[src/rtl/lcd_pkg.sv]
// Shared types, command bytes and init-sequence helpers for the HD44780-style
// character LCD driver.
package lcd_pkg;

  localparam int CNT_W = 24;  // microsecond count width
  localparam int PRE_W = 16;  // cycles-per-microsecond prescaler width

  localparam logic [7:0] CMD_CLEAR = 8'h01;
  localparam logic [7:0] CMD_HOME  = 8'h02;
  localparam logic [7:0] CMD_ENTRY = 8'h06;
  localparam logic [7:0] CMD_DISP  = 8'h0E;
  localparam logic [7:0] CMD_FUNC8 = 8'h38;
  localparam logic [7:0] CMD_FUNC4 = 8'h28;
  localparam logic [7:0] CMD_DDRAM = 8'h80;

  localparam logic [7:0] ROW_ADDR [2] = '{8'h00, 8'h40};

  localparam logic [CNT_W-1:0] WAIT_XFER_US  = CNT_W'(1);
  localparam logic [CNT_W-1:0] WAIT_SHORT_US = CNT_W'(50);
  localparam logic [CNT_W-1:0] WAIT_LONG_US  = CNT_W'(2000);
  localparam logic [CNT_W-1:0] WAIT_NIB_US   = CNT_W'(5000);

  typedef enum logic [2:0] {
    ST_POWER_WAIT,
    ST_INIT,
    ST_IDLE,
    ST_SETUP,
    ST_PULSE,
    ST_HOLD,
    ST_EXEC,
    ST_WRAP
  } lcd_state_e;

  // Who started the transfer currently on the bus; decides where EXEC returns.
  typedef enum logic [1:0] {
    SRC_INIT,
    SRC_REQ,
    SRC_WRAP
  } xfer_src_e;

  typedef struct packed {
    logic [7:0]       data;
    logic             single;   // send only the high nibble (4-bit wake-up)
    logic [CNT_W-1:0] wait_us;
  } init_item_t;

  function automatic logic is_clear_home(input logic [7:0] b);
    return (b == CMD_CLEAR) || (b[7:1] == CMD_HOME[7:1]);
  endfunction

  function automatic logic [CNT_W-1:0] exec_us(input logic rs, input logic [7:0] b);
    return (!rs && is_clear_home(b)) ? WAIT_LONG_US : WAIT_SHORT_US;
  endfunction

  function automatic logic [3:0] init_len(input logic bus4);
    return bus4 ? 4'd8 : 4'd4;
  endfunction

  function automatic init_item_t init_item(input logic bus4, input logic [3:0] idx);
    init_item_t it;
    logic [3:0] k;
    logic [7:0] b;
    k = (bus4 && idx >= 4'd4) ? idx - 4'd4 : idx;
    case (k)
      4'd0:    b = bus4 ? CMD_FUNC4 : CMD_FUNC8;
      4'd1:    b = CMD_DISP;
      4'd2:    b = CMD_CLEAR;
      default: b = CMD_ENTRY;
    endcase
    if (bus4 && idx < 4'd4) begin
      it.data    = (idx == 4'd3) ? 8'h20 : 8'h30;
      it.single  = 1'b1;
      it.wait_us = WAIT_NIB_US;
    end else begin
      it.data    = b;
      it.single  = 1'b0;
      it.wait_us = exec_us(1'b0, b);
    end
    return it;
  endfunction

endpackage

[src/rtl/lcd_char_driver_us_timer.sv]
// Loadable microsecond down-counter: load N, done rises after N*US clk cycles.
module lcd_us_timer
  import lcd_pkg::*;
#(
  parameter int US = 50
) (
  input  logic             clk,
  input  logic             rst,
  input  logic             load,
  input  logic [CNT_W-1:0] count_us,
  output logic             done
);

  localparam logic [PRE_W-1:0] PRE_MAX = PRE_W'(US - 1);

  logic [CNT_W-1:0] cnt_q, cnt_d;
  logic [PRE_W-1:0] pre_q, pre_d;

  always_comb begin
    cnt_d = cnt_q;
    pre_d = pre_q;
    if (load) begin
      cnt_d = count_us;
      pre_d = PRE_MAX;
    end else if (cnt_q != '0) begin
      if (pre_q == '0) begin
        cnt_d = cnt_q - CNT_W'(1);
        pre_d = PRE_MAX;
      end else begin
        pre_d = pre_q - PRE_W'(1);
      end
    end
  end

  // NOTE: sequential state uses <= so every register samples pre-edge values.
  always_ff @(posedge clk) begin
    if (rst) begin
      cnt_q <= '0;
      pre_q <= '0;
    end else begin
      cnt_q <= cnt_d;
      pre_q <= pre_d;
    end
  end

  // Asserted during the final cycle so the consumer leaves on exactly N*US.
  assign done = (cnt_q == '0) || ((cnt_q == CNT_W'(1)) && (pre_q == '0));

endmodule

[src/rtl/lcd_char_driver.sv]
// Character LCD write driver: power-on wait, init sequence, request handshake,
// enable-strobe sequencing and automatic line wrap via a cursor tracker.
module lcd_char_driver
  import lcd_pkg::*;
#(
  parameter int CLK_HZ   = 50_000_000,
  parameter int BUS4     = 0,
  parameter int COLS     = 16,
  parameter int ROWS     = 2,
  parameter int POWER_US = 40000
) (
  input  logic       clk,
  input  logic       rst,
  input  logic       in_valid,
  output logic       in_ready,
  input  logic       in_rs,
  input  logic [7:0] in_data,
  output logic       init_done,
  output logic       lcd_en,
  output logic       lcd_rs,
  output logic       lcd_rw,
  output logic [7:0] lcd_data
);

  localparam int   US = CLK_HZ / 1_000_000;
  localparam logic B4 = (BUS4 != 0);

  lcd_state_e       state_q, state_d;
  xfer_src_e        src_q, src_d;
  logic [3:0]       init_idx_q, init_idx_d;
  logic [7:0]       byte_q, byte_d;
  logic             rs_q, rs_d;
  logic             single_q, single_d;
  logic             nib_q, nib_d;
  logic             gap_q, gap_d;
  logic             armed_q, armed_d;
  logic             init_done_q, init_done_d;
  logic             row_q, row_d;
  logic [5:0]       col_q, col_d;
  logic [CNT_W-1:0] wait_q, wait_d;

  logic             tmr_load, tmr_done, start;
  logic [CNT_W-1:0] tmr_count;
  logic [6:0]       col_inc;
  init_item_t       init_cur;

  lcd_us_timer #(.US(US)) u_timer (
    .clk      (clk),
    .rst      (rst),
    .load     (tmr_load),
    .count_us (tmr_count),
    .done     (tmr_done)
  );

  assign init_cur = init_item(B4, init_idx_q);
  assign col_inc  = {1'b0, col_q} + 7'd1;

  always_comb begin
    state_d     = state_q;
    src_d       = src_q;
    init_idx_d  = init_idx_q;
    byte_d      = byte_q;
    rs_d        = rs_q;
    single_d    = single_q;
    nib_d       = nib_q;
    gap_d       = gap_q;
    armed_d     = armed_q;
    init_done_d = init_done_q;
    row_d       = row_q;
    col_d       = col_q;
    wait_d      = wait_q;
    tmr_load    = 1'b0;
    tmr_count   = WAIT_XFER_US;
    start       = 1'b0;

    case (state_q)
      ST_POWER_WAIT: begin
        // The timer is cleared by reset, so arm it on the first cycle.
        if (!armed_q) begin
          armed_d   = 1'b1;
          tmr_load  = 1'b1;
          tmr_count = CNT_W'(POWER_US);
        end else if (tmr_done) begin
          state_d    = ST_INIT;
          init_idx_d = '0;
        end
      end

      ST_INIT: begin
        if (init_idx_q == init_len(B4)) begin
          init_done_d = 1'b1;
          row_d       = 1'b0;
          col_d       = '0;
          state_d     = ST_IDLE;
        end else begin
          byte_d     = init_cur.data;
          rs_d       = 1'b0;
          single_d   = init_cur.single;
          wait_d     = init_cur.wait_us;
          src_d      = SRC_INIT;
          init_idx_d = init_idx_q + 4'd1;
          start      = 1'b1;
        end
      end

      ST_IDLE: begin
        if (in_valid && in_ready) begin
          byte_d   = in_data;
          rs_d     = in_rs;
          single_d = 1'b0;
          wait_d   = exec_us(in_rs, in_data);
          src_d    = SRC_REQ;
          start    = 1'b1;
          if (!in_rs) begin
            if (is_clear_home(in_data)) begin
              row_d = 1'b0;
              col_d = '0;
            end else if (in_data[7]) begin
              row_d = in_data[6];
              col_d = in_data[5:0];
            end
          end
        end
      end

      ST_SETUP: if (tmr_done) begin
        state_d  = ST_PULSE;
        tmr_load = 1'b1;
      end

      ST_PULSE: if (tmr_done) begin
        state_d  = ST_HOLD;
        tmr_load = 1'b1;
      end

      ST_HOLD: if (tmr_done) begin
        state_d  = ST_EXEC;
        tmr_load = 1'b1;
        if (B4 && !single_q && !nib_q) begin
          nib_d = 1'b1;
          gap_d = 1'b1;
        end else begin
          tmr_count = wait_q;
        end
      end

      ST_EXEC: if (tmr_done) begin
        if (gap_q) begin
          gap_d    = 1'b0;
          state_d  = ST_SETUP;
          tmr_load = 1'b1;
        end else begin
          case (src_q)
            SRC_INIT: state_d = ST_INIT;
            SRC_REQ: begin
              state_d = ST_IDLE;
              if (rs_q) begin
                if (col_inc == 7'(COLS)) begin
                  col_d   = '0;
                  row_d   = (ROWS > 1) ? ~row_q : 1'b0;
                  state_d = ST_WRAP;
                end else begin
                  col_d = col_inc[5:0];
                end
              end
            end
            default: state_d = ST_IDLE;
          endcase
        end
      end

      ST_WRAP: begin
        byte_d   = CMD_DDRAM | ROW_ADDR[row_q];
        rs_d     = 1'b0;
        single_d = 1'b0;
        wait_d   = WAIT_SHORT_US;
        src_d    = SRC_WRAP;
        start    = 1'b1;
      end

      default: state_d = ST_POWER_WAIT;
    endcase

    if (start) begin
      state_d   = ST_SETUP;
      nib_d     = 1'b0;
      gap_d     = 1'b0;
      tmr_load  = 1'b1;
      tmr_count = WAIT_XFER_US;
    end
  end

  always_ff @(posedge clk) begin
    if (rst) begin
      state_q     <= ST_POWER_WAIT;
      src_q       <= SRC_INIT;
      init_idx_q  <= '0;
      byte_q      <= '0;
      rs_q        <= 1'b0;
      single_q    <= 1'b0;
      nib_q       <= 1'b0;
      gap_q       <= 1'b0;
      armed_q     <= 1'b0;
      init_done_q <= 1'b0;
      row_q       <= 1'b0;
      col_q       <= '0;
      wait_q      <= '0;
    end else begin
      state_q     <= state_d;
      src_q       <= src_d;
      init_idx_q  <= init_idx_d;
      byte_q      <= byte_d;
      rs_q        <= rs_d;
      single_q    <= single_d;
      nib_q       <= nib_d;
      gap_q       <= gap_d;
      armed_q     <= armed_d;
      init_done_q <= init_done_d;
      row_q       <= row_d;
      col_q       <= col_d;
      wait_q      <= wait_d;
    end
  end

  // Bus outputs decode straight from registered state, so reset clears them on the edge.
  assign in_ready  = (state_q == ST_IDLE) && init_done_q;
  assign init_done = init_done_q;
  assign lcd_en    = (state_q == ST_PULSE);
  assign lcd_rs    = rs_q;
  assign lcd_rw    = 1'b0;
  assign lcd_data  = B4 ? {(nib_q ? byte_q[3:0] : byte_q[7:4]), 4'b0000} : byte_q;

endmodule

[config.mk]
export PLATFORM = sky130hd
export DESIGN_NAME = lcd_char_driver
export DESIGN_NICKNAME = d
export VERILOG_FILES = /design/src/rtl/lcd_pkg.sv /design/src/rtl/lcd_char_driver_us_timer.sv /design/src/rtl/lcd_char_driver.sv
export SDC_FILE = /design/constraint.sdc
export NUM_CORES = 1
export LEC_CHECK = 0
export CAP_MARGIN = 20
export CORE_MARGIN = 2
export CORE_UTILIZATION = 50
export CTS_CLUSTER_DIAMETER = 60
export CTS_CLUSTER_SIZE = 20
export DETAILED_ROUTE_END_ITERATION = 12
export HOLD_SLACK_MARGIN = 0.02
export PLACE_DENSITY = 0.82
export SLEW_MARGIN = 20
export SYNTH_ARGS = -nofsm -noshare
export SYNTH_HDL_FRONTEND = slang
export SYNTH_SLANG_ARGS = --single-unit
[constraint.sdc]
create_clock -name clk -period 2.35 [get_ports clk]
set_input_delay 0.235 -clock clk [delete_from_list [all_inputs] [get_ports clk]]
set_output_delay 0.235 -clock clk [all_outputs]
set_load 0.02 [all_outputs]
* After elaboration in Yosys (flattened, before gate mapping) *
Index checks and enable logic that the tools add are counted.

cells by class
  eq/ne operators = 38
  $add $sub $neg = 4
  mux-type cells = 71
  bitwise operators = 2
  reductions and logical operators = 32
  order comparisons = 1

operators with widths
  operator                 number
  $mux W24                 7
  $pmux W24 S3             1
  $mux W6                  11
  $pmux W24 S2             1
  $pmux W6 S3              2
  $mux W16                 2
  $mux W3                  9
  $eq A24 B1 Y1 const B    1
  $logic_not A24 Y1        1
  $ne A2 B2 Y1 const B     12
  $pmux W8 S3              1
  $reduce_and A8 Y1        3
  $reduce_bool A24 Y1      1
  $sub A24 B1 Y24 const B  1
  $mux W11                 2
  $mux W7                  3
  $ne A3 B3 Y1 const B     7
  $pmux W3 S6              1
  $eq A8 B1 Y1 const B     2
  $logic_not A16 Y1        1
  $mux W1                  16
  $mux W8                  2
  $sub A16 B1 Y16 const B  1
  $eq A7 B1 Y1 const B     2
  other kinds (38)         58

storage, ports and cells
  word-level logic and storage cells = 162
  output and inout bits = 13
  register bits after elaboration = 91
  input bits = 12

* Depth between registers and ports, before layout *
Gate-level depths: netlist of the first run.

  depth after elaboration = 8
  gate-level depth with buffers = 10
  gate-level depth less buffers = 8

* Modules after synthesis *
From an unflattened synthesis of the first run, not the netlist that was laid out.

second synthesis, totals
  cell total of the unflattened synthesis = 531
  area total of the unflattened synthesis = 4255.3 um^2

modules (own cells, without submodules)
  module           instances  area an instance (um^2)  sequential area each (um^2)  cells an instance
  lcd_us_timer     1          2398.6                   800.8                        292
  lcd_char_driver  1          1856.8                   600.6                        239

* Worst setup path before layout of the first run *
No wires, ideal clock.

  path kind = register to register
  from = reg init_idx_q[0]
  to = reg u_timer.cnt_q[21]
  arrival = 2.154 ns
  stages on the path, launching flop included = 10
  data required time = 2.281 ns
  clock period less this slack = 2.223 ns
  setup slack = 0.127 ns
  path through = dfxtp_1 -> inv_1 -> ha_1 -> and3b_1 -> o31a_1 -> nand2_1 -> a21oi_2 -> buf_6 -> or4_1 -> o21ai_1

on the way
  longest elaborated chain between the ends = 6

ends and longest elaborated chain
  element                              RTL line                        source
  start, declared                      lcd_char_driver.sv:30           logic [3:0] init_idx_q, init_idx_d;
  start signal, assigned               lcd_char_driver.sv:211          init_idx_q <= init_idx_d;
  $eq A4 B3 Y1 *                       lcd_char_driver.sv:90           if (init_idx_q == init_len(B4)) begin
  $mux W1 *                            lcd_char_driver.sv:90
  $pmux W1 S3 *                        lcd_char_driver.sv:76           case (state_q)
  $mux W1                              lcd_char_driver.sv:184          if (start) begin
  $reduce_bool A2 Y1 (no source line)  --
  $reduce_and A2 Y1 (no source line)   --
  end signal, assigned                 lcd_char_driver_us_timer.sv:41  cnt_q <= cnt_d;
  end, declared                        lcd_char_driver_us_timer.sv:16  logic [CNT_W-1:0] cnt_q, cnt_d;

Every way passes the cells marked *; elsewhere a longest branch is shown, timed or not.
A chain may end at the register's enable or synchronous reset.

* Final worst setup path of the first run *
  from = reg u_timer.pre_q[1]
  to = reg row_q

on the way
  longest elaborated chain between the ends = 5

ends and longest elaborated chain
  element                             RTL line                        source
  start, declared                     lcd_char_driver_us_timer.sv:17  logic [PRE_W-1:0] pre_q, pre_d;
  start signal, assigned              lcd_char_driver_us_timer.sv:42  pre_q <= pre_d;
  $logic_not A16 Y1                   lcd_char_driver_us_timer.sv:47  assign done = (cnt_q == '0) || ((cnt_q == CNT_W'(1)) && (pre_q == '0));
  $logic_and A1 B1 Y1                 lcd_char_driver_us_timer.sv:47
  $logic_or A1 B1 Y1                  lcd_char_driver_us_timer.sv:47
  $ne A2 B2 Y1 (no source line)       --
  $reduce_and A9 Y1 (no source line)  --
  end signal, assigned                lcd_char_driver.sv:219          row_q <= row_d;
  end, declared                       lcd_char_driver.sv:38           logic row_q, row_d;

No other way between the ends.

==> results of run 1 <==
==> flip-flops by register name, summed over array words and instances, names as in the netlist <==
register	flops
col_q	6
state_q	3
src_q	2
u_timer.cnt_q	24
armed_q	1
init_done	1
init_idx_q	4
row_q	1
u_timer.pre_q	16
lcd_rs	1
wait_q	3
lcd_data	8
==> worst register-to-register path: cells and delay by family, from the launching register on <==
kind / cells / cell delay (ps)
DFF: 1 / 340
and+or+nand+nor: 3 / 500
adders and majority gates: 1 / 190
AOI/OAI and AO/OA: 3 / 990
buffers and inverters: 2 / 200
==> area by class of cell <==
type                    instances  area, sq um  area share
clock buffers                  11          151      0.0288
clock inverters                 5         81.3      0.0155
repair buffers                 89          762       0.145
multi-input cells             421         2670       0.508
well taps                     105          131      0.0250
inverters                      12         45.0     0.00857
flip-flops and latches         70         1420       0.270
==> worst paths after layout <==
kind	from	to	slack, ps	cells past startpoint
worst max-delay path	u_timer.pre_q[1]$_SDFFE_PP0P_	row_q$_SDFFE_PP0P_	20	9
worst min-delay path	wait_q[5]$_SDFFE_PP0P_	wait_q[5]$_SDFFE_PP0P_	470	2
worst max register to register	u_timer.pre_q[1]$_SDFFE_PP0P_	row_q$_SDFFE_PP0P_	20	9
worst min register to register	wait_q[5]$_SDFFE_PP0P_	wait_q[5]$_SDFFE_PP0P_	470	2
==> cells in the final DEF, fill, tap and decap left out, drive strengths merged, types with 5 or more instances in the layout <==
cell           synthesis  routed
nand2b                 7       7
clkbuf                12      11
a211oi                12      12
o32ai                  5       5
nor2                  53      53
nand2                 58      58
dfxtp                 70      70
nand3                 20      20
nand4                  7       7
and2                   8       8
buf                   16      66
ha                    10      10
o21ai                 35      35
or4                   17      17
a21oi                 47      47
nor3                  27      27
and3                   8       8
or3                   14      14
nor4                  11      11
clkdlybuf4s50          0      23
inv                   12      12
a31oi                 10      10
o31ai                  9       9
nor2b                  6       6
==> repair_timing <==
action                                  CTS  global route
endpoints found under the setup margin    4            40
pin swaps                                 0             9
hold buffers                              0             0
gates resized for setup                   4            37
buffers inserted                          0             5
==> stage by stage <==
| stage | hold WS (ps) | TNS [ps] | utilization | worst slack (ps) |
|---|---|---|---|---|
| after floorplan | 380 | 0 | - | 127 |
| after global placement | 445 | -31.4 | 0.598 | -31.4 |
| after detailed placement | 453 | -311 | 0.598 | -85.2 |
| after CTS | 465 | 0 | 0.628 | 15.3 |
| after global routing | 485 | -569 | 0.646 | -100 |
| final | 469 | 0 | 0.646 | 23.2 |
==> where the power goes <==
| group | internal [mW] | switching (mW) | leakage, nW |
|---|---|---|---|
| registers | 1.54 | 0.412 | 0.575 |
| logic | 2.43 | 3.19 | 1.31 |
| clock network | 0.656 | 0.484 | 0.116 |
==> kinds of logic after synthesis <==
logic type	after synthesis	synth area share
simple gates	248	0.326
compound gates	151	0.236
flops	70	0.336
buf+inv	40	0.0465
fa+ha+maj	10	0.0300
xor+xnor	8	0.0168
mux	3	0.00720
other cells	1	0.000899
==> layer usage <==
| metal | part of all wire | vias to the layer above | wire (um) |
|---|---|---|---|
| met4 | 0.022 | 0 | 270 |
| li1 | - | 2133 | - |
| met1 | 0.41 | 2127 | 5020 |
| met3 | 0.063 | 28 | 759 |
| met5 | 0 | - | 0 |
| met2 | 0.50 | 195 | 6060 |
==> flow_summary.yaml, run 1 <==
yosys:
  synth_fp_nets: 553
  netlist_top_cells_area: "dfxtp_1, a21oi_1, nand2_1"
  yosys_warnings: 0
  yosysTopAreaCellShare: 0.336
  yosysMostFrequentCell: "dfxtp_1"
  list_of_most_frequent_post_synthesis_cells: "dfxtp_1, nand2_1, nor2_1, a21oi_1, o21ai_0"
  synth_seq_area_share: 0.336
  netlist_instances: 531
  synth-edff-count: 0
  yosysTopAreaCell: "dfxtp_1"
  synth_flop_cell: "dfxtp_1"
  ys_ff_latch: 70
  synth_area_sq_um: 4170
  synthArstFlopShare: 0
  count_of_cell_types_in_the_netlist: 70
  syn-mean-instance-area_sq_um: 7.85
timing:
  finalCriticalPeriod_ps: 2330
  finalMaxSlewViolations: 0
  max_slew.worst_pin.slew_ps: 546
  timing.slew.headroom: 0.633
  rsz0062_at_grt: "yes"
  post-route-period-util: 0.990
  clock_skew_ps: 13.0
  final_hold_viol_count: 0
  finalSetupViolations: 0
  achievable_clock_frequency_mhz: 430
finish:
  fillerInstances: 660
  finish.cell_count_without_fillers: 713
  area.growth.synth_to_final_pct: 26.1
  antenna_cells: 0
  drive_above_1_share: 0.222
  nets: 625
  final_cell_area_sq_um: 5260
floorplanning:
  starting_utilization_of_the_core_area: 0.513
  die_footprint_sq_um: 9080
  chipWidth_um: 95.3
  fp.coreArea_sq_um: 8130
  fp.dieH_um: 95.3
  std_cell_rows: 33
  top_level_ports: 25
min_path:
  hold_class: "reg2reg"
clock_network:
  clock_latency_ps: 350
  clkTransAtPathRegs_ps: 80
  clock_tree.htree_level_count: 3
  cts_buffer_depth: 2
  clk_root_buffer_cell: "clkbuf_8"
  cts_made_buffers: 9
  numClockSinks: 70
  cts_tree: "yes"
route:
  detailedRoute.firstPassIterationCount: 5
  final_antenna_net_count: 0
  number_of_vias_per_cell_after_detailed_routing: 6.29
  post_drt_wl_per_cell_um: 17.0
  routed_wl_um: 12100
  detailroute.via_count: 4483
  drtIter0Drc: 316
  drt_drc_violations_left: 0
flow_run:
  drv.max_cap_violation_count: 0
power_and_ir_drop:
  powerDensity_nw_per_um2: 1660
  power_mw: 8.71
  total_leakage_power_nw: 2.00
  vdd_drop_max_v: 0.000994
critical_path:
  end_kind: "flip-flop"
  slowest_delay_ps: 480
  timing.critical_path.max_delay_family: "compound AO/OA/AOI/OAI gates"
  critPathKind: "reg2reg"
  critPathLaunchType: "flip-flop"
  critPathArrivalTime_ps: 2560
  crit_buf_inv: 2
  critical_path_cell_sequence: "inv_2, ha_2, nor4bb_4, a41o_1, buf_6, nand3_4, a2111o_1, a211oi_1, nor3_1"
  crit_slowest_cell: "a2111o_1"
  timing.critical_path.fanout_max: 5
  worstPathRequired_ps: 2580
placement:
  gp_congestion: 0.902
  post_detailed_placement_half_perimeter_wirelength_um: 8420
  dp_cells: 692
  io_buffers: 23
  placed_area_sq_um: 4860
grt:
  grt.met1_usage: 0.330
  grt_busiest_layer: "met2"
  via_count_of_the_first_global_routing_pass: 4201
  globalRoute.totalOverflow: 0
  grt_antenna_before_repair: 0
  grt.total_usage: 0.265
  global_route_wire_length_before_repair_um: 19200
  met2_usage: 0.455
  grt_max_degree: 39
  grtUsageMet3: 0.0538
run_status:
  status: "completed"
No activity file was read; power rests on OpenSTA's default activity.
==> inputs of run 2 (changes only) <==
- PLACE_DENSITY: 0.82 -> 0.81
- SYNTH_HIERARCHICAL: unset -> 1
==> flow_summary.yaml, run 2 <==
run_status:
  status: "complete, but fails checks"
  failed_checks: "setup timing"
yosys:
  list_of_most_frequent_post_synthesis_cells: "dfxtp_1, nor2_1, nand2_1, inv_1, a21oi_1"
  synthArstFlopShare: 0
  netlist_instances: 531
  yosysTopAreaCellShare: 0.329
  count_of_cell_types_in_the_netlist: 70
  yosysTopAreaCell: "dfxtp_1"
  ys_ff_latch: 70
  netlist_top_cells_area: "dfxtp_1, nor2_1, a21oi_1"
  synth-edff-count: 0
  yosysMostFrequentCell: "dfxtp_1"
  synth_area_sq_um: 4260
  yosys_warnings: 6
  syn-mean-instance-area_sq_um: 8.01
  synth_seq_area_share: 0.329
  synth_flop_cell: "dfxtp_1"
grt:
  grt_antenna_before_repair: 0
  global_route_wire_length_before_repair_um: 22600
  globalRoute.totalOverflow: 0
  via_count_of_the_first_global_routing_pass: 4822
  grt_max_degree: 34
  grt.total_usage: 0.312
clock_network:
  clock_tree.htree_level_count: 3
  cts_made_buffers: 9
  cts_tree: "yes"
  numClockSinks: 70
  clkTransAtPathRegs_ps: 80
  clk_root_buffer_cell: "clkbuf_8"
  clock_latency_ps: 360
  cts_buffer_depth: 2
  cts_hold_buf: 0
route:
  routed_wl_um: 15000
  final_antenna_net_count: 0
  drtIter0Drc: 452
  number_of_vias_per_cell_after_detailed_routing: 6.42
  post_drt_wl_per_cell_um: 19.4
  detailroute.via_count: 4949
  detailedRoute.firstPassIterationCount: 8
  drt_drc_violations_left: 0
finish:
  registers.top_by_ff_count: "u_timer/cnt_q"
  layout.cells.most_common_list: "buf_4, dfxtp_1, nor2_1, nand2_1, inv_1"
  layout_commonest_cell: "buf_4"
  fillerInstances: 513
  max_reg_flops: 24
  antenna_cells: 0
  nets: 682
  final_cell_area_sq_um: 6090
  area.growth.synth_to_final_pct: 43.0
  drive_above_1_share: 0.336
floorplanning:
  fp.coreArea_sq_um: 8220
  starting_utilization_of_the_core_area: 0.518
  fp.dieH_um: 96.3
  top_level_ports: 25
  chipWidth_um: 96.3
  die_footprint_sq_um: 9270
  std_cell_rows: 33
critical_path:
  critPathArrivalTime_ps: 3140
  end_kind: "flip-flop"
  worstSetupEndpoint: "u_timer/cnt_q[20]$_SDFFE_PP0P_"
  critPathLaunch: "u_timer/pre_q[13]$_SDFFE_PP0P_"
  timing.reg2reg.setup_slack_ps: -540
  launch_point_of_the_worst_reg_to_reg_path: "u_timer/pre_q[13]$_SDFFE_PP0P_"
  critPathLaunchType: "flip-flop"
  worstPathRequired_ps: 2590
  critPathKind: "reg2reg"
  reg2reg_depth: 11
  timing.critical_path.fanout_max: 5
  worstReg2RegEnd: "u_timer/cnt_q[20]$_SDFFE_PP0P_"
power_and_ir_drop:
  total_leakage_power_nw: 2.34
  powerDensity_nw_per_um2: 1380
  vdd_drop_max_v: 0.000554
min_path:
  hold_class: "in2reg"
timing:
  timing.slew.headroom: 0.473
  finalMaxSlewViolations: 0
  finalSetupViolations: 53
  finalCriticalPeriod_ps: 2890
  clock_skew_ps: 9.71
  post-route-period-util: 1.23
  final_hold_viol_count: 0
  worst_slack_ps: -543
  achievable_clock_frequency_mhz: 346
  max_slew.worst_pin.slew_ps: 790
  setup_tns_ps: -20210
  rsz0062_at_grt: "yes"
flow_run:
  drv.max_cap_violation_count: 0
placement:
  gp_congestion: 0.923
  post_detailed_placement_half_perimeter_wirelength_um: 8960
  io_buffers: 23
  placed_area_sq_um: 5340
[run 2: critical path: stages (launching register included)]
cell	delay [ps]
dfxtp_2	320
or4_4	530
and4b_2	390
nand2_4	80
a211oi_4	320
nand2_1	90
a21oi_1	120
nand3b_1	230
buf_6	160
or4_4	120
nor3b_2	40
or3_1	370
[run 2: final cells by class]
cell class	count	area [sq um]	area share
repair buffers	141	1220	0.200
well taps	105	131	0.0216
inverters	29	111	0.0183
multi-input cells	410	3010	0.494
clock buffers	10	128	0.0210
clock inverters	6	86.3	0.0142
flip-flops and latches	70	1410	0.231
[run 2: worst min path at each step]
| stage | start | to | slack (ps) | depth (start not counted) |
|---|---|---|---|---|
| 6_report | rst | init_idx_q[1]$_SDFFE_PP0P_ | 450 | 2 |
| 5_1_grt | src_q[1]$_SDFFE_PP0P_ | src_q[1]$_SDFFE_PP0P_ | 500 | 2 |
| 4_1_cts | rst | init_idx_q[1]$_SDFFE_PP0P_ | 440 | 2 |
| 3_5_place_dp | wait_q[4]$_SDFFE_PP0P_ | wait_q[4]$_SDFFE_PP0P_ | 460 | 2 |
| 3_3_place_gp | wait_q[4]$_SDFFE_PP0P_ | wait_q[4]$_SDFFE_PP0P_ | 440 | 2 |
| 2_1_floorplan | in_data[1] | lcd_data[1]$_SDFFE_PP0P_ | 380 | 2 |
[run 2: cells by family after synthesis]
kind of cell / Yosys count / synth area share
flip-flops: 70 / 0.329
adder cells (fa/ha/maj): 9 / 0.0265
multiplexers: 5 / 0.0121
AO/OA/AOI/OAI: 138 / 0.237
XOR/XNOR: 23 / 0.0473
AND/OR/NAND/NOR: 222 / 0.287
buffers and inverters: 63 / 0.0597
other: 1 / 0.000881
[run 2: metal layers]
metal	track usage	routed length [um]	up-vias
met1	0.358	5730	2355
met3	0.0532	1160	80
met5	0	0	-
met4	0.169	642	0
met2	0.547	7430	289
li1	-	-	2225
[run 2: stage by stage]
stage          hold slack (ps)  power (mW)  setup WS (ps)  cells   util
4_1_cts                    438        7.76           -450    768  0.716
6_report                   454        8.41           -543    771  0.741
2_1_floorplan              380        4.42           -423    543      -
3_3_place_gp               443        5.83           -375    738  0.650
5_1_grt                    500        8.79           -642    771  0.741
3_5_place_dp               456        6.01           -439    738  0.650
[run 2: repair_timing]
action,CTS,global route
setup endpoints to repair,54,59
pin swaps,25,19
gates resized for setup,59,44
buffers inserted,15,6
gates cloned,1,0
[run 2: power breakdown]
part | leakage, nW | switching, mW | internal (mW)
logic | 1.66 | 2.94 | 2.53
clock network | 0.106 | 0.504 | 0.596
registers | 0.574 | 0.306 | 1.53
==> inputs of run 3 (changes only) <==
- HOLD_SLACK_MARGIN: 0.02 -> 0.12
==> results of run 3 <==
Same layout as run 2: the final DEF is identical, and so are final timing and power.
